--- src/rtl/dcache_writeline_burst_pkg.sv ---
// Shared types and constants for the data-cache writeline burst engine.
package dcache_writeline_burst_pkg;

    localparam int         WRITELINE_BEATS = 4;
    localparam int         AVM_AW_DEF      = 30;
    localparam logic [3:0] AVM_BYTEENABLE  = 4'hF;
    localparam logic [2:0] AVM_BURSTCOUNT  = 3'd4;

    typedef enum logic {
        STATE_IDLE  = 1'b0,
        STATE_BURST = 1'b1
    } state_t;

    // One pending writeline: 32-bit line address plus 128-bit line (160 bits).
    typedef struct packed {
        logic [31:0]  address;
        logic [127:0] line;
    } wl_entry_t;

    // Dword address of the first beat; the line offset bits [3:0] are dropped.
    function automatic logic [29:0] burst_word_addr(input logic [31:0] addr);
        return 30'((addr & 32'hFFFF_FFF0) >> 2);
    endfunction

endpackage

--- src/rtl/dcache_writeline_burst_if.sv ---
// Writeline request and Avalon-MM write bus bundle; master = requester/memory side, slave = burst engine.
interface dcache_writeline_burst_if #(
    parameter int AVM_AW = 30
);
    logic              writeline_do;
    logic              writeline_done;
    logic [31:0]       writeline_address;
    logic [127:0]      writeline_line;
    logic              writeline_busy;
    logic [AVM_AW-1:0] avm_address;
    logic [31:0]       avm_writedata;
    logic [3:0]        avm_byteenable;
    logic [2:0]        avm_burstcount;
    logic              avm_write;
    logic              avm_waitrequest;

    modport master (
        output writeline_do, writeline_address, writeline_line, avm_waitrequest,
        input  writeline_done, writeline_busy, avm_address, avm_writedata,
               avm_byteenable, avm_burstcount, avm_write
    );

    modport slave (
        input  writeline_do, writeline_address, writeline_line, avm_waitrequest,
        output writeline_done, writeline_busy, avm_address, avm_writedata,
               avm_byteenable, avm_burstcount, avm_write
    );
endinterface

--- src/rtl/dcache_writeline_hold.sv ---
// Single-entry 160-bit holding register for posted writelines.
// Only compiled when DCACHE_WRITELINE_POSTED_EN is defined.
`ifdef DCACHE_WRITELINE_POSTED_EN
module dcache_writeline_hold
    import dcache_writeline_burst_pkg::*;
(
    input  logic      clk,
    input  logic      rst_n,
    input  logic      wr_en,
    input  wl_entry_t wr_entry,
    input  logic      rd_en,
    output logic      entry_valid,
    output wl_entry_t entry
);

    logic      valid_r;
    wl_entry_t entry_r;

    // Capture into the empty slot, or release it once the engine pulls it.
    always_ff @(posedge clk or negedge rst_n) begin
        if (!rst_n) begin
            valid_r <= 1'b0;
            entry_r <= '0;
        end else if (wr_en) begin
            valid_r <= 1'b1;
            entry_r <= wr_entry;
        end else if (rd_en) begin
            valid_r <= 1'b0;
        end else begin
            valid_r <= valid_r;
        end
    end

    assign entry_valid = valid_r;
    assign entry       = entry_r;

endmodule
`endif

--- src/rtl/dcache_writeline_burst.sv ---
// Accepts a 128-bit dirty line and writes it to memory as a 4-beat Avalon-MM burst.
// DCACHE_WRITELINE_POSTED_EN adds a holding register so done is returned when the line is captured.
module dcache_writeline_burst
    import dcache_writeline_burst_pkg::*;
#(
    parameter int AVM_AW = AVM_AW_DEF,
    parameter int BEATS  = WRITELINE_BEATS
) (
    input  logic clk,
    input  logic rst_n,
    dcache_writeline_burst_if.slave bus
);

    if (BEATS != WRITELINE_BEATS) begin : g_beats_cfg_error
        $error("dcache_writeline_burst: BEATS must be 4 (128-bit line / 32-bit beat)");
    end

    state_t            state_r;
    state_t            state_s;
    logic [1:0]        beat_r;
    logic [1:0]        beat_s;
    logic [AVM_AW-1:0] addr_r;
    logic [127:0]      line_r;
    logic              src_valid_s;
    logic              load_s;
    logic              accept_s;
    logic              last_s;
    logic              done_s;
    logic              hold_valid_s;
    wl_entry_t         src_entry_s;
    logic [29:0]       addr_word_s;

`ifdef DCACHE_WRITELINE_POSTED_EN
    wl_entry_t req_entry_s;
    logic      capture_s;

    assign req_entry_s = '{address: bus.writeline_address, line: bus.writeline_line};
    assign capture_s   = bus.writeline_do & ~hold_valid_s;

    dcache_writeline_hold u_hold (
        .clk         (clk),
        .rst_n       (rst_n),
        .wr_en       (capture_s),
        .wr_entry    (req_entry_s),
        .rd_en       (load_s),
        .entry_valid (hold_valid_s),
        .entry       (src_entry_s)
    );

    assign src_valid_s = hold_valid_s;
    assign done_s      = capture_s;
`else
    assign src_entry_s  = '{address: bus.writeline_address, line: bus.writeline_line};
    assign src_valid_s  = bus.writeline_do;
    assign hold_valid_s = 1'b0;
    assign done_s       = last_s;
`endif

    assign addr_word_s = burst_word_addr(src_entry_s.address);

    // Next state and beat counter; requests are only sampled in IDLE.
    always_comb begin
        state_s  = state_r;
        beat_s   = beat_r;
        load_s   = 1'b0;
        accept_s = 1'b0;
        last_s   = 1'b0;
        case (state_r)
            STATE_IDLE: begin
                if (src_valid_s) begin
                    load_s  = 1'b1;
                    beat_s  = 2'd0;
                    state_s = STATE_BURST;
                end else begin
                    state_s = STATE_IDLE;
                end
            end
            STATE_BURST: begin
                accept_s = ~bus.avm_waitrequest;
                if (accept_s) begin
                    beat_s = beat_r + 2'd1;
                    if (beat_r == 2'd3) begin
                        last_s  = 1'b1;
                        state_s = STATE_IDLE;
                    end else begin
                        state_s = STATE_BURST;
                    end
                end else begin
                    beat_s = beat_r;
                end
            end
            default: begin
                state_s = STATE_IDLE;
                beat_s  = 2'd0;
            end
        endcase
    end

    // State and beat registers; reset abandons any burst in flight.
    always_ff @(posedge clk or negedge rst_n) begin
        if (!rst_n) begin
            state_r <= STATE_IDLE;
            beat_r  <= 2'd0;
        end else begin
            state_r <= state_s;
            beat_r  <= beat_s;
        end
    end

    // Line and address are frozen for the whole burst.
    always_ff @(posedge clk or negedge rst_n) begin
        if (!rst_n) begin
            addr_r <= '0;
            line_r <= '0;
        end else if (load_s) begin
            addr_r <= addr_word_s[AVM_AW-1:0];
            line_r <= src_entry_s.line;
        end else begin
            addr_r <= addr_r;
            line_r <= line_r;
        end
    end

    assign bus.avm_write      = (state_r == STATE_BURST);
    assign bus.avm_address    = addr_r;
    assign bus.avm_writedata  = line_r[{beat_r, 5'b00000} +: 32];
    assign bus.avm_byteenable = AVM_BYTEENABLE;
    assign bus.avm_burstcount = AVM_BURSTCOUNT;
    assign bus.writeline_done = done_s;
    assign bus.writeline_busy = (state_r != STATE_IDLE) | hold_valid_s;

endmodule
--- src/flat_wrapper.sv ---
// flat-port wrapper written by rule: the top's interface ports become plain ports
module dcache_writeline_burst_flat import dcache_writeline_burst_pkg::*;
#(
    parameter int AVM_AW = AVM_AW_DEF,
    parameter int BEATS  = WRITELINE_BEATS
)
  (clk, rst_n, bus_writeline_do, bus_writeline_address, bus_writeline_line, bus_avm_waitrequest, bus_writeline_done, bus_writeline_busy, bus_avm_address, bus_avm_writedata, bus_avm_byteenable, bus_avm_burstcount, bus_avm_write);
  dcache_writeline_burst_if #(.AVM_AW(AVM_AW)) bus_i ();
  input  logic clk;
  input  logic rst_n;
  input wire logic [$bits(bus_i.writeline_do)-1:0] bus_writeline_do;
  input wire logic [$bits(bus_i.writeline_address)-1:0] bus_writeline_address;
  input wire logic [$bits(bus_i.writeline_line)-1:0] bus_writeline_line;
  input wire logic [$bits(bus_i.avm_waitrequest)-1:0] bus_avm_waitrequest;
  output wire logic [$bits(bus_i.writeline_done)-1:0] bus_writeline_done;
  output wire logic [$bits(bus_i.writeline_busy)-1:0] bus_writeline_busy;
  output wire logic [$bits(bus_i.avm_address)-1:0] bus_avm_address;
  output wire logic [$bits(bus_i.avm_writedata)-1:0] bus_avm_writedata;
  output wire logic [$bits(bus_i.avm_byteenable)-1:0] bus_avm_byteenable;
  output wire logic [$bits(bus_i.avm_burstcount)-1:0] bus_avm_burstcount;
  output wire logic [$bits(bus_i.avm_write)-1:0] bus_avm_write;
  assign bus_i.writeline_do = bus_writeline_do;
  assign bus_i.writeline_address = bus_writeline_address;
  assign bus_i.writeline_line = bus_writeline_line;
  assign bus_i.avm_waitrequest = bus_avm_waitrequest;
  assign bus_writeline_done = bus_i.writeline_done;
  assign bus_writeline_busy = bus_i.writeline_busy;
  assign bus_avm_address = bus_i.avm_address;
  assign bus_avm_writedata = bus_i.avm_writedata;
  assign bus_avm_byteenable = bus_i.avm_byteenable;
  assign bus_avm_burstcount = bus_i.avm_burstcount;
  assign bus_avm_write = bus_i.avm_write;
  dcache_writeline_burst #(.AVM_AW(AVM_AW), .BEATS(BEATS)) u_core (.clk(clk), .rst_n(rst_n), .bus(bus_i));
endmodule
--- config.mk ---
export PLATFORM = sky130hd
export DESIGN_NAME = dcache_writeline_burst_flat
export DESIGN_NICKNAME = d
export VERILOG_FILES = /design/src/rtl/dcache_writeline_burst_pkg.sv /design/src/rtl/dcache_writeline_burst_if.sv /design/src/rtl/dcache_writeline_hold.sv /design/src/rtl/dcache_writeline_burst.sv /design/src/flat_wrapper.sv
export SDC_FILE = /design/constraint.sdc
export NUM_CORES = 1
export LEC_CHECK = 0
export ABC_AREA = 1
export CORE_MARGIN = 2
export CORE_UTILIZATION = 45
export CTS_BUF_LIST = sky130_fd_sc_hd__clkbuf_16
export DETAILED_ROUTE_END_ITERATION = 16
export PLACE_DENSITY = 0.74
export RECOVER_POWER = 100
export SLEW_MARGIN = 20
export SYNTH_ARGS = -nofsm -noshare
export SYNTH_HDL_FRONTEND = slang
export SYNTH_SLANG_ARGS = --single-unit
--- constraint.sdc ---
create_clock -name clk -period 1.2 [get_ports clk]
set_input_delay 0.24 -clock clk [delete_from_list [all_inputs] [get_ports clk]]
set_output_delay 0.24 -clock clk [all_outputs]
set_load 0.005 [all_outputs]
==> flow_summary.json, run 1 <==
{
  "fin_cells": 1646,
  "hold_path_class": "in2reg",
  "routed_via_density": 5.65,
  "power_uw": 37800,
  "ys_ff_latch": 159,
  "synthArstFlopShare_pct": 100,
  "netlist_area_mm2": 0.00796,
  "clkLatencyLatePin_ns": 0.44,
  "yosysTopAreaCell": "dfrtp_1",
  "grt_max_degree": 57,
  "path_max_fanout": 5,
  "vias": 9304,
  "synth_top_area_share_pct": 50.0,
  "synth_edf_count": 0,
  "grt_pass1_wl_mm": 45.3,
  "grt_overflow_total": 0,
  "required_ns": 0.96,
  "ir_drop_mv": 1.60,
  "ant_nets": 0,
  "drt-initial-drc-count": 786,
  "crit_arrival_ns": 1.69,
  "dr_wl_met3_mm": 3.52,
  "setup_ws_ns": -0.729,
  "die_area_mm2": 0.0188,
  "cts_tree": "yes",
  "clk_path_buf_depth": 2,
  "wirelength_mm": 37.2,
  "path_buf_inv": 5,
  "violations": "setup timing",
  "drt-met1-wl_mm": 12.7,
  "root_buffer": "clkbuf_16",
  "p_per_area_mw_per_mm2": 2530,
  "skew_ns": 0.0157,
  "die_x_um": 137,
  "antenna_found_initial": 3,
  "remaining_drc_errors": 0,
  "path_cells": "buf_6, clkinv_8, buf_12, buf_16, nand2_1, nand3_1, nand2_1, buf_2",
  "status": "finished with violations",
  "core_mm2": 0.0173,
  "syn2layout_area_growth_pct": 87.4,
  "yosysMostFrequentCell": "nand2_1",
  "critPathKind": "reg2out",
  "netlist_instances": 1082,
  "num-nets-final": 1572,
  "rsz0062_at_grt": "yes",
  "row_count": 48,
  "final-hold-violation-count": 0,
  "power_leakage_uw": 0.00729,
  "crit_slowest_cell": "dfrtp_2",
  "synthTopCellsByCount": "nand2_1, nand3_1, dfrtp_1",
  "finalSetupViolCount": 209,
  "wl_per_cell_um": 22.6,
  "met2_wirelength_mm": 18.6,
  "globalplace.congestion": 0.791,
  "yosysUniqueCellTypes": 13,
  "holdWs_ns": 0.356,
  "die-height_um": 137,
  "fin_area_mm2": 0.0149,
  "slew_violations": 0,
  "start_util_pct": 46.0,
  "cts-htree-levels": 4,
  "dp_hpwl_mm": 15.0,
  "yosys_warnings": 0,
  "clk_pin_slew_ns": 0.07,
  "p_clk_share_pct": 15.1,
  "dp.cells": 1500,
  "io_buffer_count": 222,
  "cp-start-kind": "register",
  "p_comb_share_pct": 58.8,
  "boundaryPins": 236,
  "clock-sinks": 159,
  "synth-main-ff-cell": "dfrtp_1",
  "yosysSeqAreaShare_pct": 50.0,
  "place_ws_ns": -0.620,
  "max_freq_mhz": 518,
  "post_route_cells_drive_above_1_share_pct": 47.3,
  "dr.pass1.iters": 6,
  "grtUsageTotal_pct": 31.8,
  "fin_crit_sh_pct": 161,
  "worst_pin_slew_ns": 0.848,
  "slew-limit-headroom_pct": 43.5,
  "maxCapViolations": 0,
  "cp_common_cell": "nand2_1",
  "cts_made_buffers": 17,
  "p_sw_uw": 16100,
  "grt_pass1_vias": 8580,
  "yosys-top-cells-area": "dfrtp_1, nand2_1, nand3_1",
  "critical-path-top-delay-family": "buffers and inverters",
  "syn_avg_cell_area_um2": 7.36,
  "max_stage_delay_ns": 0.39,
  "finalCriticalPeriod_ns": 1.93,
  "post_dp_cell_area_mm2": 0.0106,
  "p_int_uw": 21700,
  "end_kind": "output port",
  "swShare_pct": 42.7,
  "top_layer_used": "met4",
  "seqPwrFrac_pct": 26.2
}
## sequential cells by signal (all words and copies together), names as in the netlist
| name | flops |
|---|---|
| u_core.line_r | 128 |
| u_core.bus.avm_write | 1 |
| u_core.beat_r | 2 |
| u_core.bus.avm_address | 28 |
## power groups by stage
| stage | clock network (uW) | registers [uW] | logic, uW |
|---|---|---|---|
| after floorplan | 0 | 8820 | 6810 |
| after CTS | 5600 | 9020 | 17500 |
| final | 5690 | 9900 | 22200 |
| after global placement | 0 | 8960 | 12800 |
| after detailed placement | 0 | 9050 | 13000 |
| after global routing | 5950 | 10100 | 23500 |
## through the flow
stage                     utilization [%]  setup TNS (ns)
final                                86.3          -83.31
after global placement               61.4          -15.41
after CTS                            76.4          -72.09
after floorplan                         -               0
after detailed placement             61.4          -15.67
after global routing                 86.3          -92.68
## cells by family (layout without fill, tap and decap cells)
logic type | Yosys count | in the layout | synth area share, %
buf+inv | 217 | 548 | 13.0
other cells | 2 | 10 | 0.0943
simple gates | 703 | 703 | 36.7
fa+ha+maj | 1 | 1 | 0.157
flops | 159 | 159 | 50.0
## worst paths after layout
path,from,endpoint,slack (ns),cells past startpoint
worst max-delay path,u_core.beat_r[0]$_DFFE_PN0P_,bus_avm_writedata[20],-0.73,8
worst min-delay path,bus_writeline_address[27],u_core.bus.avm_address[25]$_DFFE_PN0P_,0.36,3
worst max register to register,u_core.bus.avm_write$_DFF_PN0_,u_core.line_r[71]$_DFFE_PN0P_,-0.62,11
worst min register to register,u_core.line_r[61]$_DFFE_PN0P_,u_core.line_r[61]$_DFFE_PN0P_,0.49,2
max in group asynchronous,rst_n,u_core.line_r[12]$_DFFE_PN0P_,0.05,3
min in group asynchronous,rst_n,u_core.line_r[6]$_DFFE_PN0P_,0.44,2
## placed cells by master, fill, tap and decap left out, types with 8 or more instances in the layout
master / count
buf_2: 53
buf_6: 25
nand2_1: 214
inv_6: 8
clkbuf_16: 30
nand2_2: 172
clkdlybuf4s50_1: 157
nand2_4: 91
buf_12: 48
nand3_1: 76
buf_4: 42
inv_1: 130
nand3_4: 14
conb_1: 9
nand3_2: 132
dfrtp_1: 158
buf_8: 16
buf_16: 22
## worst register-to-register path, cell delays in order, from the launching register on
cell and delay, ns:
dfrtp_1 0.40, buf_6 0.13, buf_6 0.11, buf_6 0.12
inv_8 0.05, buf_12 0.10, nand2_8 0.08, buf_12 0.15
buf_8 0.13, clkbuf_16 0.16, nand2_2 0.05, nand2_1 0.18
## layer usage
metal | global-route usage (%) | vias to the layer above
met5 | 0 | -
li1 | - | 3951
met3 | 8.89 | 212
met4 | 12.5 | 0
met1 | 37.7 | 4517
met2 | 54.7 | 624
## cell type report
cell class | instances | area, um^2
Multi-Input combinational cell | 713 | 4930
Timing Repair Buffer | 382 | 4610
Sequential cell | 159 | 3980
Fill cell | 823 | 2370
Inverter | 134 | 523
Clock buffer | 17 | 425
Tap cell | 225 | 282
Clock inverter | 15 | 170
Antenna cell | 1 | 2.50
## repair_timing
action / 4_1_cts / 5_1_grt
pin swaps: 75 / 111
hold buffers: 1 / 0
setup endpoints to repair: 139 / 220
buffers inserted: 50 / 35
cloned: 33 / 18
resized for setup: 456 / 434
endpoints found under the hold margin: 149 / 0
(Power assumes the default switching activity.)
==> inputs of run 2 (changes only) <==
- SYNTH_HIERARCHICAL: not set -> 1
==> flow_summary.json, run 2 <==
{
  "status": "finished with violations",
  "violations": "setup timing",
  "power_uw": 38400,
  "final-hold-violation-count": 0,
  "start_util_pct": 46.1,
  "slew-limit-headroom_pct": 37.2,
  "io_buffer_count": 222,
  "root_buffer": "clkbuf_16",
  "ant_nets": 0,
  "required_ns": 0.96,
  "post_dp_cell_area_mm2": 0.0105,
  "fin_crit_sh_pct": 169,
  "clk_path_buf_depth": 2,
  "yosysSeqAreaShare_pct": 49.9,
  "most-common-layout-cells": "nand2_1, nand2_2, dfrtp_1",
  "grt_max_degree": 76,
  "syn2layout_area_growth_pct": 88.9,
  "ir_drop_mv": 1.66,
  "final.fill_count": 807,
  "yosys_warnings": 6,
  "core_mm2": 0.0173,
  "path_max_fanout": 8,
  "clock-sinks": 159,
  "netlist_instances": 1082,
  "fin_cells": 1654,
  "grt_pass1_vias": 8857,
  "synthArstFlopShare_pct": 100,
  "max_freq_mhz": 492,
  "diodes": 0,
  "end_kind": "output port",
  "hold_path_class": "in2reg",
  "yosysMostFrequentCell": "nand2_1",
  "synth_top_area_share_pct": 49.9,
  "dp_hpwl_mm": 15.1,
  "row_count": 48,
  "post_route_cells_drive_above_1_share_pct": 46.7,
  "largest_reg_flops": 128,
  "remaining_drc_errors": 0,
  "wirelength_mm": 38.0,
  "clkLatencyLatePin_ns": 0.43,
  "cts-htree-levels": 4,
  "final_common_cell": "nand2_1",
  "drt-initial-drc-count": 908,
  "die-height_um": 137,
  "netlist_area_mm2": 0.00797,
  "clk_pin_slew_ns": 0.06,
  "globalplace.congestion": 0.814,
  "grt_pass1_wl_mm": 47.0,
  "finalSetupViolCount": 241,
  "skew_ns": 0.00728,
  "setup_ws_ns": -0.831,
  "wl_per_cell_um": 23.0,
  "place_ws_ns": -0.648,
  "routed_via_density": 5.66,
  "ys_ff_latch": 159,
  "power_leakage_uw": 0.00733,
  "slew_violations": 0,
  "synth_edf_count": 0,
  "grt_overflow_total": 0,
  "num-nets-final": 1582,
  "dp.cells": 1497,
  "synth-main-ff-cell": "dfrtp_1",
  "grtUsageTotal_pct": 33.4,
  "antenna_found_initial": 0,
  "boundaryPins": 236,
  "yosys-top-cells-area": "dfrtp_1, nand2_1, nand3_1",
  "p_per_area_mw_per_mm2": 2550,
  "cts_tree": "yes",
  "die_x_um": 137,
  "cts_made_buffers": 17,
  "maxCapViolations": 0,
  "die_area_mm2": 0.0188,
  "regMostFlops": "u_core/line_r",
  "crit_arrival_ns": 1.79,
  "syn_avg_cell_area_um2": 7.37,
  "yosysTopAreaCell": "dfrtp_1",
  "rsz0062_at_grt": "yes",
  "yosysUniqueCellTypes": 13,
  "critPathKind": "reg2out",
  "dr.pass1.iters": 5,
  "worst_pin_slew_ns": 0.942,
  "finalCriticalPeriod_ns": 2.03,
  "vias": 9361,
  "cp-start-kind": "register",
  "fin_area_mm2": 0.0151,
  "setup_tns_ns": -52.93,
  "synthTopCellsByCount": "nand2_1, nand3_1, dfrtp_1"
}
[run 2: cell types whose count changed after synthesis, sizes merged]
cell	previous run	this run
clkbuf	3	7
buf	80	76
[run 2: path summary, 6_finish.rpt]
path	cells after the start	endpoint	slack [ns]	start
max	8	bus_avm_writedata[10]	-0.83	u_core/beat_r[0]$_DFFE_PN0P_
min	3	u_core/line_r[127]$_DFFE_PN0P_	0.23	bus_writeline_do
max reg2reg	9	u_core/bus.avm_address[8]$_DFFE_PN0P_	-0.27	u_core/bus.avm_write$_DFF_PN0_
min reg2reg	2	u_core/bus.avm_address[29]$_DFFE_PN0P_	0.48	u_core/bus.avm_address[29]$_DFFE_PN0P_
max in group asynchronous	3	u_core/line_r[113]$_DFFE_PN0P_	-0.05	rst_n
min in group asynchronous	2	u_core/bus.avm_address[28]$_DFFE_PN0P_	0.49	rst_n
[run 2: power by group]
part | switching (uW) | leakage, uW | internal [uW] | total (uW)
Sequential | 2140 | 0.00200 | 7750 | 9890
Combinational | 12100 | 0.00507 | 11200 | 23300
Clock | 2400 | 0.000260 | 2840 | 5240
Total | 16600 | 0.00733 | 21800 | 38400
[run 2: logic make-up (layout without fill, tap and decap cells)]
family,after synthesis,after routing,share of synthesized area (%)
adders and majority gates,1,1,0.157
buffers and inverters,217,553,13.2
DFF,159,159,49.9
other,2,9,0.0942
and+or+nand+nor,703,707,36.7
[run 2: cell type report]
type                    count  area [um^2]  area share [%]
repair buffers            387         4720            31.3
flip-flops and latches    159         3980            26.4
clock inverters            14          120           0.797
inverters                 134          534            3.55
multi-input cells         717         4990            33.1
clock buffers              17          425            2.82
well taps                 225          282            1.87
repair inverters            1         16.3           0.108
[run 2: repair_timing]
item	CTS	global route
buffers inserted	64	36
gates cloned	47	10
gates resized for setup	524	415
hold buffers	1	0
pin swaps	92	110
endpoints found under the hold margin	22	0
setup endpoints to repair	214	216
[run 2: per-stage QoR]
stage | hold WS [ns] | utilization, %
6_report | 0.234 | 87.1
3_5_place_dp | 0.157 | 60.9
4_1_cts | 0.196 | 78.6
2_1_floorplan | -0.0556 | -
5_1_grt | 0.253 | 87.1
3_3_place_gp | 0.160 | 60.9
[run 2: layer usage]
| metal | vias up | wire (um) | share of wire, % | GRT usage (%) |
|---|---|---|---|---|
| met5 | - | 0 | 0 | 0 |
| met4 | 0 | 2240 | 5.9 | 15.3 |
| met3 | 192 | 3370 | 8.9 | 8.52 |
| met2 | 641 | 19000 | 50 | 57.7 |
| met1 | 4551 | 13400 | 35 | 38.9 |
| li1 | 3977 | - | - | - |
[run 2: worst max-delay path: stages, from the launching register on]
cell,delay [ns]
dfrtp_2,0.47
clkinv_4,0.10
buf_6,0.13
buf_6,0.13
buf_16,0.15
nand2_2,0.07
nand3_2,0.08
nand2_1,0.09
buf_2,0.14
==> inputs of run 3 (changes only) <==
- SLEW_MARGIN: 20 -> 15
- clock period: 1.2 -> 2 ns (I/O delays scaled with it)
==> flow_summary.json, run 3 (synthesized netlist as in run 2, its figures left out) <==
{
  "cts_tree": "yes",
  "clk_path_buf_depth": 2,
  "path_max_fanout": 8,
  "vias": 7763,
  "cp-start-kind": "register",
  "p_int_uw": 11200,
  "wl_per_cell_um": 16.0,
  "boundaryPins": 236,
  "start_util_pct": 46.1,
  "p_per_area_mw_per_mm2": 1550,
  "fin_cells": 1546,
  "wirelength_mm": 24.7,
  "clock-sinks": 159,
  "place_ws_ns": -0.134,
  "finalCriticalPeriod_ns": 2.16,
  "required_ns": 1.60,
  "dr.pass1.iters": 7,
  "swShare_pct": 38.6,
  "post_route_cells_drive_above_1_share_pct": 15.9,
  "hold_path_class": "reg2reg",
  "globalplace.congestion": 0.759,
  "grt_pass1_vias": 7267,
  "drt-initial-drc-count": 490,
  "regMostFlops": "u_core/line_r",
  "worst_pin_slew_ns": 1.16,
  "fin_crit_sh_pct": 108,
  "dp.cells": 1479,
  "cts-htree-levels": 4,
  "root_buffer": "clkbuf_16",
  "reg2reg_setup_slack_ns": 0.63,
  "routed_via_density": 5.02,
  "critPathKind": "reg2out",
  "violations": "setup timing",
  "slew_violations": 0,
  "largest_reg_flops": 128,
  "grtUsageTotal_pct": 25.6,
  "die_x_um": 137,
  "maxCapViolations": 0,
  "syn2layout_area_growth_pct": 48.0,
  "clk_pin_slew_ns": 0.06,
  "rsz0062_at_grt": "yes",
  "max_freq_mhz": 464,
  "num-nets-final": 1472,
  "seqPwrFrac_pct": 29.8,
  "status": "finished with violations",
  "p_comb_share_pct": 50.9,
  "die-height_um": 137,
  "finalSetupViolCount": 25,
  "die_area_mm2": 0.0188,
  "p_clk_share_pct": 19.2,
  "remaining_drc_errors": 0,
  "grt_pass1_wl_mm": 37.0,
  "p_sw_uw": 7050,
  "ant_nets": 0,
  "crit_arrival_ns": 1.76,
  "antenna_found_initial": 1,
  "clkLatencyLatePin_ns": 0.43,
  "most-common-layout-cells": "nand2_1, nand3_1, clkdlybuf4s50_1",
  "core_mm2": 0.0173,
  "io_buffer_count": 222,
  "skew_ns": 0.00867,
  "final-hold-violation-count": 0,
  "power_leakage_uw": 0.00625,
  "grt_overflow_total": 0,
  "final_common_cell": "nand2_1",
  "final_core_util_pct": 68.2,
  "holdWs_ns": 0.469,
  "setup_ws_ns": -0.157,
  "end_kind": "output port",
  "ir_drop_mv": 0.847,
  "grt_max_degree": 96,
  "row_count": 48,
  "dp_hpwl_mm": 14.2,
  "slew-limit-headroom_pct": 22.8,
  "cts_made_buffers": 17
}
==> run 3: cell type report <==
type,count,area [um^2]
antenna,1,2.50
clock buffer,17,425
clock inverter,15,208
fill,1440,5500
inverter,134,513
multi-input combinational,713,3320
sequential,159,3980
tap,225,282
timing repair buffer,282,3060
==> run 3: worst paths after layout <==
path	cells past startpoint	end	from
min in group asynchronous	2	u_core/line_r[35]$_DFFE_PN0P_	rst_n
max in group asynchronous	3	u_core/bus.avm_address[11]$_DFFE_PN0P_	rst_n
max	7	bus_avm_writedata[29]	u_core/beat_r[0]$_DFFE_PN0P_
min reg2reg	2	u_core/line_r[79]$_DFFE_PN0P_	u_core/line_r[79]$_DFFE_PN0P_
max reg2reg	6	u_core/bus.avm_address[4]$_DFFE_PN0P_	u_core/bus.avm_write$_DFF_PN0_
min	2	u_core/line_r[79]$_DFFE_PN0P_	u_core/line_r[79]$_DFFE_PN0P_
==> run 3: per-layer routing <==
layer / track usage (%) / vias up / routed length [um]
met5: 0 / - / 0
met4: 7.62 / 0 / 429
met3: 7.37 / 33 / 2150
met2: 42.6 / 321 / 12100
met1: 32.5 / 3676 / 10100
li1: - / 3733 / -
==> run 3: timing repair <==
item                                   in CTS  in global routing
buffers inserted                           20                  3
setup endpoints to repair                  33                 33
endpoints found under the hold margin      38                  0
resized for setup                         162                107
pin swaps                                   7                 22
cloned                                      9                  4
hold buffers                                1                  0
==> run 3: stage by stage <==
stage / total power, uW / TNS, ns / area, um^2
floorplan: 9400 / 0 / 8000
global placement: 12500 / -0.144 / 10300
detailed placement: 12700 / -0.134 / 10300
CTS: 17300 / -2.24 / 11400
global route: 19500 / -3.72 / 11800
finish: 18200 / -1.73 / 11800
==> run 3: power by group through the flow <==
stage          combinational (uW)  sequential, uW  clock (uW)
6_report                     9290            5440        3510
4_1_cts                      8350            5400        3560
2_1_floorplan                4110            5290           0
5_1_grt                     10200            5590        3690
3_3_place_gp                 7150            5380           0
3_5_place_dp                 7280            5420           0
==> run 3: critical path, stage by stage (launching register included) <==
cell	delay (ns)
dfrtp_2	0.48
buf_6	0.14
buf_8	0.12
buf_16	0.15
nand2_1	0.08
nand3_1	0.08
nand2_1	0.07
clkdlybuf4s15_2	0.20
